### src/rtl/inst_loader_pkg.sv
// Shared types and constants for the boot-time instruction loader.
package inst_loader_pkg;

  // Every header field (start address, word count, checksum) and data word is 32 bits.
  localparam int HDR_FIELD_W = 32;

  typedef enum logic [2:0] {
    LDR_HDR_ADDR = 3'd0,
    LDR_HDR_CNT  = 3'd1,
    LDR_DATA     = 3'd2,
    LDR_CHK      = 3'd3,
    LDR_DONE     = 3'd4,
    LDR_ERR      = 3'd5
  } ldr_state_e;

  // Single-cycle write into instruction RAM.
  typedef struct packed {
    logic                   we;
    logic [HDR_FIELD_W-1:0] addr;
    logic [HDR_FIELD_W-1:0] data;
  } imem_wr_t;

endpackage

### src/rtl/inst_loader_byte_assembler.sv
// Packs four accepted bytes, LSB first, into a 32-bit word. word_valid is
// combinational on the 4th byte so the parent can act on the accepting edge.
module byte_assembler
  import inst_loader_pkg::*;
(
  input  logic                   clk,
  input  logic                   rst_n,
  input  logic                   clr,
  input  logic                   in_valid,
  input  logic [7:0]             in_data,
  output logic                   word_valid,
  output logic [HDR_FIELD_W-1:0] word
);

  logic [1:0]  cnt_q;
  logic [23:0] shreg_q;   // only the first three bytes need storing

  assign word_valid = in_valid && (cnt_q == 2'd3);
  assign word       = {in_data, shreg_q};

  // Byte counter and shift register; bytes enter at the top so the first lands in [7:0].
  always_ff @(posedge clk or negedge rst_n) begin
    if (!rst_n) begin
      cnt_q   <= 2'd0;
      shreg_q <= '0;
    end else if (clr) begin
      cnt_q   <= 2'd0;
    end else if (in_valid) begin
      cnt_q   <= cnt_q + 2'd1;
      shreg_q <= {in_data, shreg_q[23:8]};
    end
  end

endmodule

### src/rtl/inst_loader.sv
// Boot loader: parses {start addr, word count, data words} from a byte stream,
// writes instruction RAM and holds the core until the image is complete.
// Optional trailing 32-bit checksum check when LOADER_CHECKSUM_EN is defined.
module inst_loader
  import inst_loader_pkg::*;
#(
  parameter int IMEM_DEPTH = 1024
) (
  input  logic        clk,
  input  logic        rst_n,
  input  logic [7:0]  i_rx_data,
  input  logic        i_rx_valid,
  output logic        o_rx_ready,
  input  logic        i_reload,
  output logic        o_imem_we,
  output logic [31:0] o_imem_addr,
  output logic [31:0] o_imem_data,
  output logic        o_core_hold,
  output logic [31:0] o_start_addr,
  output logic        o_start_valid,
  output logic        o_err
);

`ifdef LOADER_CHECKSUM_EN
  localparam ldr_state_e FINAL_ST = LDR_CHK;
`else
  localparam ldr_state_e FINAL_ST = LDR_DONE;
`endif

  ldr_state_e             state_q, state_d;
  logic                   accept, wv, restart, last_word;
  logic [HDR_FIELD_W-1:0] word, cnt_q, widx_q;
  imem_wr_t               wr_q;

  assign accept    = i_rx_valid && o_rx_ready;
  assign restart   = i_reload && (state_q == LDR_DONE || state_q == LDR_ERR);
  assign last_word = (widx_q == cnt_q - 32'd1);

  assign o_imem_we   = wr_q.we;
  assign o_imem_addr = wr_q.addr;
  assign o_imem_data = wr_q.data;

  byte_assembler u_asm (
    .clk        (clk),
    .rst_n      (rst_n),
    .clr        (restart),
    .in_valid   (accept),
    .in_data    (i_rx_data),
    .word_valid (wv),
    .word       (word)
  );

`ifdef LOADER_CHECKSUM_EN
  logic [HDR_FIELD_W-1:0] sum_q;

  // Running modular sum of data words for the trailing checksum.
  always_ff @(posedge clk or negedge rst_n) begin
    if (!rst_n)                         sum_q <= '0;
    else if (restart)                   sum_q <= '0;
    else if (state_q == LDR_DATA && wv) sum_q <= sum_q + word;
  end
`endif

  // Next-state decode; every field completes on the edge accepting its 4th byte.
  always_comb begin
    state_d = state_q;
    case (state_q)
      LDR_HDR_ADDR: if (wv) state_d = (word[1:0] != 2'b00) ? LDR_ERR : LDR_HDR_CNT;
      LDR_HDR_CNT: if (wv) begin
        if (word > 32'(IMEM_DEPTH)) state_d = LDR_ERR;
        else if (word == '0)        state_d = FINAL_ST;
        else                        state_d = LDR_DATA;
      end
      LDR_DATA: if (wv && last_word) state_d = FINAL_ST;
`ifdef LOADER_CHECKSUM_EN
      LDR_CHK: if (wv) state_d = (word == sum_q) ? LDR_DONE : LDR_ERR;
`endif
      LDR_DONE, LDR_ERR: if (i_reload) state_d = LDR_HDR_ADDR;
      default: state_d = LDR_HDR_ADDR;
    endcase
  end

  // State, header fields and registered status outputs (decoded from next state).
  always_ff @(posedge clk or negedge rst_n) begin
    if (!rst_n) begin
      state_q       <= LDR_HDR_ADDR;
      o_start_addr  <= '0;
      cnt_q         <= '0;
      o_rx_ready    <= 1'b1;
      o_core_hold   <= 1'b1;
      o_start_valid <= 1'b0;
      o_err         <= 1'b0;
    end else begin
      state_q       <= state_d;
      if (state_q == LDR_HDR_ADDR && wv) o_start_addr <= word;
      if (state_q == LDR_HDR_CNT  && wv) cnt_q        <= word;
      o_rx_ready    <= !(state_d == LDR_DONE || state_d == LDR_ERR);
      o_core_hold   <= (state_d != LDR_DONE);
      o_start_valid <= (state_d == LDR_DONE);
      o_err         <= (state_d == LDR_ERR);
    end
  end

  // RAM write one cycle after a data word completes; address wraps modulo 2^32.
  always_ff @(posedge clk or negedge rst_n) begin
    if (!rst_n) begin
      wr_q   <= '0;
      widx_q <= '0;
    end else begin
      wr_q.we <= (state_q == LDR_DATA) && wv;
      if (restart) widx_q <= '0;
      if (state_q == LDR_DATA && wv) begin
        wr_q.addr <= o_start_addr + {widx_q[29:0], 2'b00};
        wr_q.data <= word;
        widx_q    <= widx_q + 32'd1;
      end
    end
  end

endmodule

### config.mk
export PLATFORM = sky130hd
export DESIGN_NAME = inst_loader
export DESIGN_NICKNAME = d
export VERILOG_FILES = /design/src/rtl/inst_loader_pkg.sv /design/src/rtl/inst_loader_byte_assembler.sv /design/src/rtl/inst_loader.sv
export SDC_FILE = /design/constraint.sdc
export NUM_CORES = 1
export LEC_CHECK = 0
export ABC_AREA = 1
export ABC_CLOCK_PERIOD_IN_PS = 2400
export BUFFER_PORTS_ARGS = -buffer_cell sky130_fd_sc_hd__buf_2
export CELL_PAD_IN_SITES_DETAIL_PLACEMENT = 0
export CELL_PAD_IN_SITES_GLOBAL_PLACEMENT = 1
export CORE_ASPECT_RATIO = 1.4
export CORE_MARGIN = 5
export CORE_UTILIZATION = 35
export DETAILED_ROUTE_END_ITERATION = 8
export PLACE_DENSITY = 0.79
export SYNTH_ARGS = -nofsm -noshare
export SYNTH_HDL_FRONTEND = slang
export SYNTH_SLANG_ARGS = --single-unit
### constraint.sdc
create_clock -name clk -period 2.4 [get_ports clk]
set_clock_uncertainty 0.1 [all_clocks]
set_input_delay 0.12 -clock clk [delete_from_list [all_inputs] [get_ports clk]]
set_output_delay 0.12 -clock clk [all_outputs]
set_load 0.1 [all_outputs]
==> impl_metrics.ini, run 1 <==
[clock_tree]
cts_buffer_depth = 2
htree_levels = 4
clkLatencyLatePin_ns = 0.45
cts-buffers-inserted = 17
clock-root-buffer = clkbuf_16
cts.clk_slew.worst_paths_ns = 0.07
cts_tree = built
clkSinkCount = 194

[global_route]
antenna_found_initial = 0
overflow = 0
grt_pass1_vias = 9795
track_usage_pct = 19.51
grt_max_degree = 65
grt_pass1_wl_microns = 52140

[logic_synthesis]
avgSynthCellArea_sq_um = 7.905
yosysTopAreaCell = dfrtp_1
ys.flop_type = dfrtp_1
synthCells = 1354
syn_nets = 1399
synth_area_leaders = dfrtp_1, nand2_1, o21ai_0, inv_1, nor2_1
synth_area_sq_um = 10700
synth_edf_count = 0
ys_top_cells_by_count = nand2_1, dfrtp_1, o21ai_0, inv_1, nor2_1
synth_top_cell_area_share_pct = 44.89
ys_seq_area_share_pct = 45.38
synth-seq-cells = 194
yosysUniqueCellTypes = 52
synth_most_common_cell = nand2_1
ys_async_sr_fraction_pct = 100.0
yosys_warnings = 0

[layout]
seqCellArea_sq_um = 4917
fin_util_pct = 45.99
fin_cells = 1996
drive_above_1_share_pct = 26.32
fillers = 3006
area_growth_pct = 29.42
fin_nets = 1643
multi_input_area_sq_um = 5584
n_antenna_cell = 0

[run]
drv_cap = 0

[placement]
place_ws_ns = -0.1222
place_congestion = 0.9051
port_buffers = 112
dp_cells = 1947
dp_hpwl_microns = 25290

[worst_setup_path]
max_stage_delay_ns = 0.50
critPathLaunchType = flip-flop
end_kind = flip-flop
cp.required_ns = 2.65
path_buf_inv = 1
crit_fanout = 3
slowest_stage = dfrtp_4
cp_top_family = compound AO/OA/AOI/OAI gates
r2r_cells = 11
crit_arrival_ns = 2.56
crit_type = flip-flop to flip-flop
path_depth = 11
path_cells = ha_4, a21oi_4, o21ai_4, buf_6, a21oi_4, o211ai_1, nand3_1, nand2_1, or2_2, nand3_1, nand2_1

[power_and_ir_drop]
p_leak_nw = 6.996
powerDensity_nw_per_um2 = 1017
ir_drop_v = 0.0006453

[timing]
slew-limit-headroom_pct = 63.16
setup_viol = 0
slew_violations = 0
holdWs_ns = 0.07395
max_freq_mhz = 432.8
rsz0062_at_grt = true
finalWorstSetupSlack_ns = 0.08930
worst_pin_slew_ns = 0.5513
fin_crit_ns = 2.311
finalCritPeriodShare_pct = 96.28
finalHoldViolCount = 0

[status]
status = finished, final reports clean

[drt]
drtIter0Drc = 519
viasPerCell = 4.877
firstDrtPassIters = 5
dr_total_vias = 9735
wl_per_cell_microns = 16.17
drt-total-wl_microns = 32270
drtAntennaViolNets = 0
drcViolationCount = 0

[die]
floorplan.initialDensity_pct = 35.53
fp.dieW_microns = 157.8
rows = 75
die_y_microns = 216.9
coreArea_sq_um = 30120
die_area_sq_um = 34230
ios = 113

[worst_hold_path]
min_path_type = input port to async pin
## final timing paths
| check | start | endpoint | slack [ns] |
|---|---|---|---|
| max | o_start_addr[5] | o_imem_addr[28] | 0.09 |
| min | rst_n | u_asm.shreg_q[2] | 0.07 |
| max reg2reg | o_start_addr[5] | o_imem_addr[28] | 0.09 |
| min reg2reg | o_imem_addr[0] | o_imem_addr[0] | 0.37 |
| max in group asynchronous | rst_n | cnt_q[10] | 1.40 |
| min in group clk | o_imem_addr[0] | o_imem_addr[0] | 0.37 |
## worst register-to-register path: stages (launching register included)
cell,delay [ns]
dfrtp_4,0.50
ha_4,0.27
a21oi_4,0.16
o21ai_4,0.08
buf_6,0.12
a21oi_4,0.23
o211ai_1,0.19
nand3_1,0.10
nand2_1,0.06
or2_2,0.27
nand3_1,0.07
nand2_1,0.06
## cell families after synthesis
| logic type | count (synthesis) | share of synthesized area (%) |
|---|---|---|
| buffers and inverters | 174 | 6.137 |
| multiplexers | 8 | 0.7481 |
| flip-flops | 194 | 45.38 |
| AND/OR/NAND/NOR | 624 | 25.91 |
| XOR/XNOR | 60 | 4.909 |
| adder cells (fa/ha/maj) | 33 | 3.927 |
| AO/OA/AOI/OAI | 261 | 12.99 |
## report_power, final
group	internal [W]	total, W	switching [W]	leakage (nW)
sequential	0.00387	0.00434	0.000475	2.61
clock	0.00149	0.00279	0.00130	0.259
combinational	0.00205	0.00696	0.00491	4.13
total	0.00741	0.0141	0.00668	7.00
## repair_timing
| item | in CTS | in global routing |
|---|---|---|
| hold buffers | 11 | 0 |
| gates resized for setup | 6 | 66 |
| setup endpoints to repair | 6 | 27 |
| setup buffers | 0 | 6 |
| hold endpoints to repair | 233 | 0 |
| cloned | 0 | 0 |
| pin swaps | 0 | 14 |
## cell usage in the layout (no fill, tap or decap), types with 6 or more instances in the layout
master	Yosys	layout
nand2_1	360	352
dfrtp_1	192	165
o21ai_0	167	164
buf_4	0	135
inv_1	127	124
buf_2	0	111
nor2_1	113	102
nand3_1	60	56
a21oi_1	53	38
xor2_1	35	33
xnor2_1	25	25
ha_1	32	23
nand4_1	20	20
dfrtp_2	0	18
clkbuf_16	0	17
nor2_2	7	16
nor3_1	16	14
nand2_2	4	12
a21oi_2	0	11
dlygate4sd3_1	0	11
ha_4	0	9
dfrtp_4	0	9
inv_2	5	8
mux2i_1	8	8
nor2_4	5	7
a21o_1	7	7
o21ai_1	7	7
nand3_2	2	6
or2_2	7	6
clkinvlp_4	0	6
## layout make-up
class	instances	area share, %
Clock buffer	21	3.324
Clock inverter	11	0.7587
Inverter	135	3.676
Multi-Input combinational cell	986	40.31
Sequential cell	194	35.49
Tap cell	385	3.477
Timing Repair Buffer	264	12.96
## through the flow
step           setup TNS, ns  power [W]  area [sq um]
6_report                   0    0.01409         13850
2_1_floorplan       -0.04635   0.009099         10860
3_5_place_dp         -0.1784    0.01117         12820
5_1_grt              -0.1633    0.01501         13850
4_1_cts                    0    0.01403         13520
3_3_place_gp         -0.1064    0.01111         12820
## registers in the layout, indices dropped and copies added, names as in the netlist
signal / count
state_q: 3
u_asm.shreg_q: 24
o_imem_addr: 32
o_start_addr: 32
o_imem_data: 32
u_asm.cnt_q: 2
o_err: 1
o_imem_we: 1
o_core_hold: 1
cnt_q: 32
o_rx_ready: 1
o_start_valid: 1
widx_q: 32
## routing by layer
metal / routed length, microns / vias up / GRT usage, %
met2: 16000 / 182 / 32.94
met5: 0 / - / 0
li1: - / 4928 / -
met1: 13970 / 4562 / 24.57
met3: 1073 / 63 / 3.239
met4: 1222 / 0 / 8.178
Note: power is estimated with default switching activity, not from simulation.
==> inputs of run 2 (changes only) <==
- BUFFER_PORTS_ARGS: -buffer_cell sky130_fd_sc_hd__buf_2 -> -buffer_cell sky130_fd_sc_hd__buf_4
- CELL_PAD_IN_SITES_DETAIL_PLACEMENT: 0 -> unset
- CELL_PAD_IN_SITES_GLOBAL_PLACEMENT: 1 -> unset
- PLACE_DENSITY: 0.79 -> 0.64
==> impl_metrics.ini, run 2 (synthesis results as in run 1) <==
[global_route]
grt_max_degree = 73
grt_pass1_wl_microns = 51630
antenna_found_initial = 0
track_usage_pct = 19.31
overflow = 0
grt_pass1_vias = 9737

[clock_tree]
clkSinkCount = 194
cts.clk_slew.worst_paths_ns = 0.07
cts-buffers-inserted = 17
clkLatencyLatePin_ns = 0.45
cts_buffer_depth = 2
cts_tree = built
htree_levels = 4
clock-root-buffer = clkbuf_16

[placement]
dp_hpwl_microns = 25380
postPlaceCellArea_sq_um = 12980
place_congestion = 0.9083
place_ws_ns = -0.06826
port_buffers = 112

[layout]
design_area_sq_um = 14120
drive_above_1_share_pct = 26.22
layout_commonest_cell = nand2_1
fin_nets = 1634
layout_common_cells = nand2_1, buf_4, o21ai_0
n_antenna_cell = 0
area_growth_pct = 31.96

[die]
fp.dieW_microns = 157.8
rows = 75
coreArea_sq_um = 30120
die_y_microns = 216.9
die_area_sq_um = 34230
ios = 113
floorplan.initialDensity_pct = 35.53

[worst_setup_path]
crit_type = flip-flop to flip-flop
cp.required_ns = 2.67
critPathLaunchType = flip-flop
crit_arrival_ns = 2.62
crit_fanout = 4
end_kind = flip-flop
r2r_slack_ns = 0.05
r2r_cells = 12
reg2reg_to = o_imem_addr[29]
r2r-start = o_start_addr[25]

[power_and_ir_drop]
powerDensity_nw_per_um2 = 1035
power.switching_w = 0.006756
combPwrFrac_pct = 49.5
p_leak_nw = 6.942
power.total_w = 0.01462
ir_drop_v = 0.0007033
p_int_w = 0.007866
switching_share_pct = 46.20
power_frac_clock_pct = 20.5
seqPwrFrac_pct = 30.0

[timing]
max_freq_mhz = 425.8
slew_violations = 0
finalHoldViolCount = 0
slew-limit-headroom_pct = 58.46
finalCritPeriodShare_pct = 97.86
rsz0062_at_grt = true
finalWorstSetupSlack_ns = 0.05138
setup_viol = 0
fin_crit_ns = 2.349
worst_pin_slew_ns = 0.6231

[status]
status = finished, final reports clean

[worst_hold_path]
min_path_type = input port to async pin

[run]
drv_cap = 0

[drt]
firstDrtPassIters = 7
viasPerCell = 4.899
drtIter0Drc = 580
drt-total-wl_microns = 32590
drtAntennaViolNets = 0
wl_per_cell_microns = 16.40
dr_total_vias = 9734
drcViolationCount = 0
run 2: changes by cell type in the layout (fill, tap and decap cells not counted), moves of 4 or more:
cell | before | now
buf_4 | 135 | 236
buf_2 | 111 | 0
nor4_1 | 3 | 7
nand2_1 | 352 | 348
nor2_1 | 102 | 98
clkinvlp_4 | 6 | 0
run 2: repair_timing:
| action | CTS | global route |
|---|---|---|
| setup endpoints to repair | 9 | 30 |
| cloned | 0 | 0 |
| hold endpoints to repair | 103 | 0 |
| setup buffers | 0 | 11 |
| pin swaps | 1 | 18 |
| hold buffers | 13 | 0 |
| resized for setup | 12 | 73 |
run 2: how the worst max path moves through the flow:
stage,from,to,slack [ns]
final,o_start_addr[25],o_imem_addr[29],0.05
after global routing,o_rx_ready,widx_q[20],-0.1
after CTS,widx_q[0],widx_q[20],0.009
after detailed placement,cnt_q[5],o_start_valid,-0.07
after global placement,cnt_q[5],o_start_valid,-0.09
after floorplan,o_start_addr[2],o_imem_addr[22],-0.05
run 2: area by class of cell:
cell class	instances	area, sq um
Clock buffer	22	454.2
Clock inverter	10	157.7
Fill cell	2918	16000
Inverter	135	515.5
Multi-Input combinational cell	986	5588
Sequential cell	194	4921
Tap cell	385	481.7
Timing Repair Buffer	255	2007
run 2: power by group through the flow:
stage,Sequential [W],Combinational [W],Clock [W]
final,0.00438,0.00724,0.00300
after global routing,0.00445,0.00787,0.00322
after CTS,0.00436,0.00703,0.00308
after detailed placement,0.00441,0.00691,0
after global placement,0.00440,0.00687,0
after floorplan,0.00606,0.00304,0
run 2: per-layer routing:
layer	GRT usage, %	share of wire [%]	vias up	wire length [microns]
met1	23.09	41	4614	13400
met2	34.03	52	174	16870
met3	3.478	3.6	55	1185
li1	-	-	4891	-
met4	7.604	3.5	0	1139
met5	0	0	-	0
run 2: through the flow:
stage,std cells,TNS [ns],utilization (%),hold WS (ns)
final,1987,0,46.89,0.1350
after floorplan,1354,-0.04635,-,-0.2756
after global routing,1987,-0.2238,46.89,0.1977
after detailed placement,1931,-0.2555,43.10,0.08226
after CTS,1976,0,45.72,0.1571
after global placement,1931,-0.2738,43.10,0.08715
run 2: critical path: stages (launching register included):
cell,delay [ns]
dfrtp_2,0.42
ha_1,0.33
buf_4,0.13
nand2_1,0.04
inv_1,0.09
nand3_1,0.14
nor2_1,0.22
a21boi_1,0.34
buf_4,0.16
nor2_1,0.04
nand2_1,0.06
nand2_1,0.05
a31oi_1,0.13
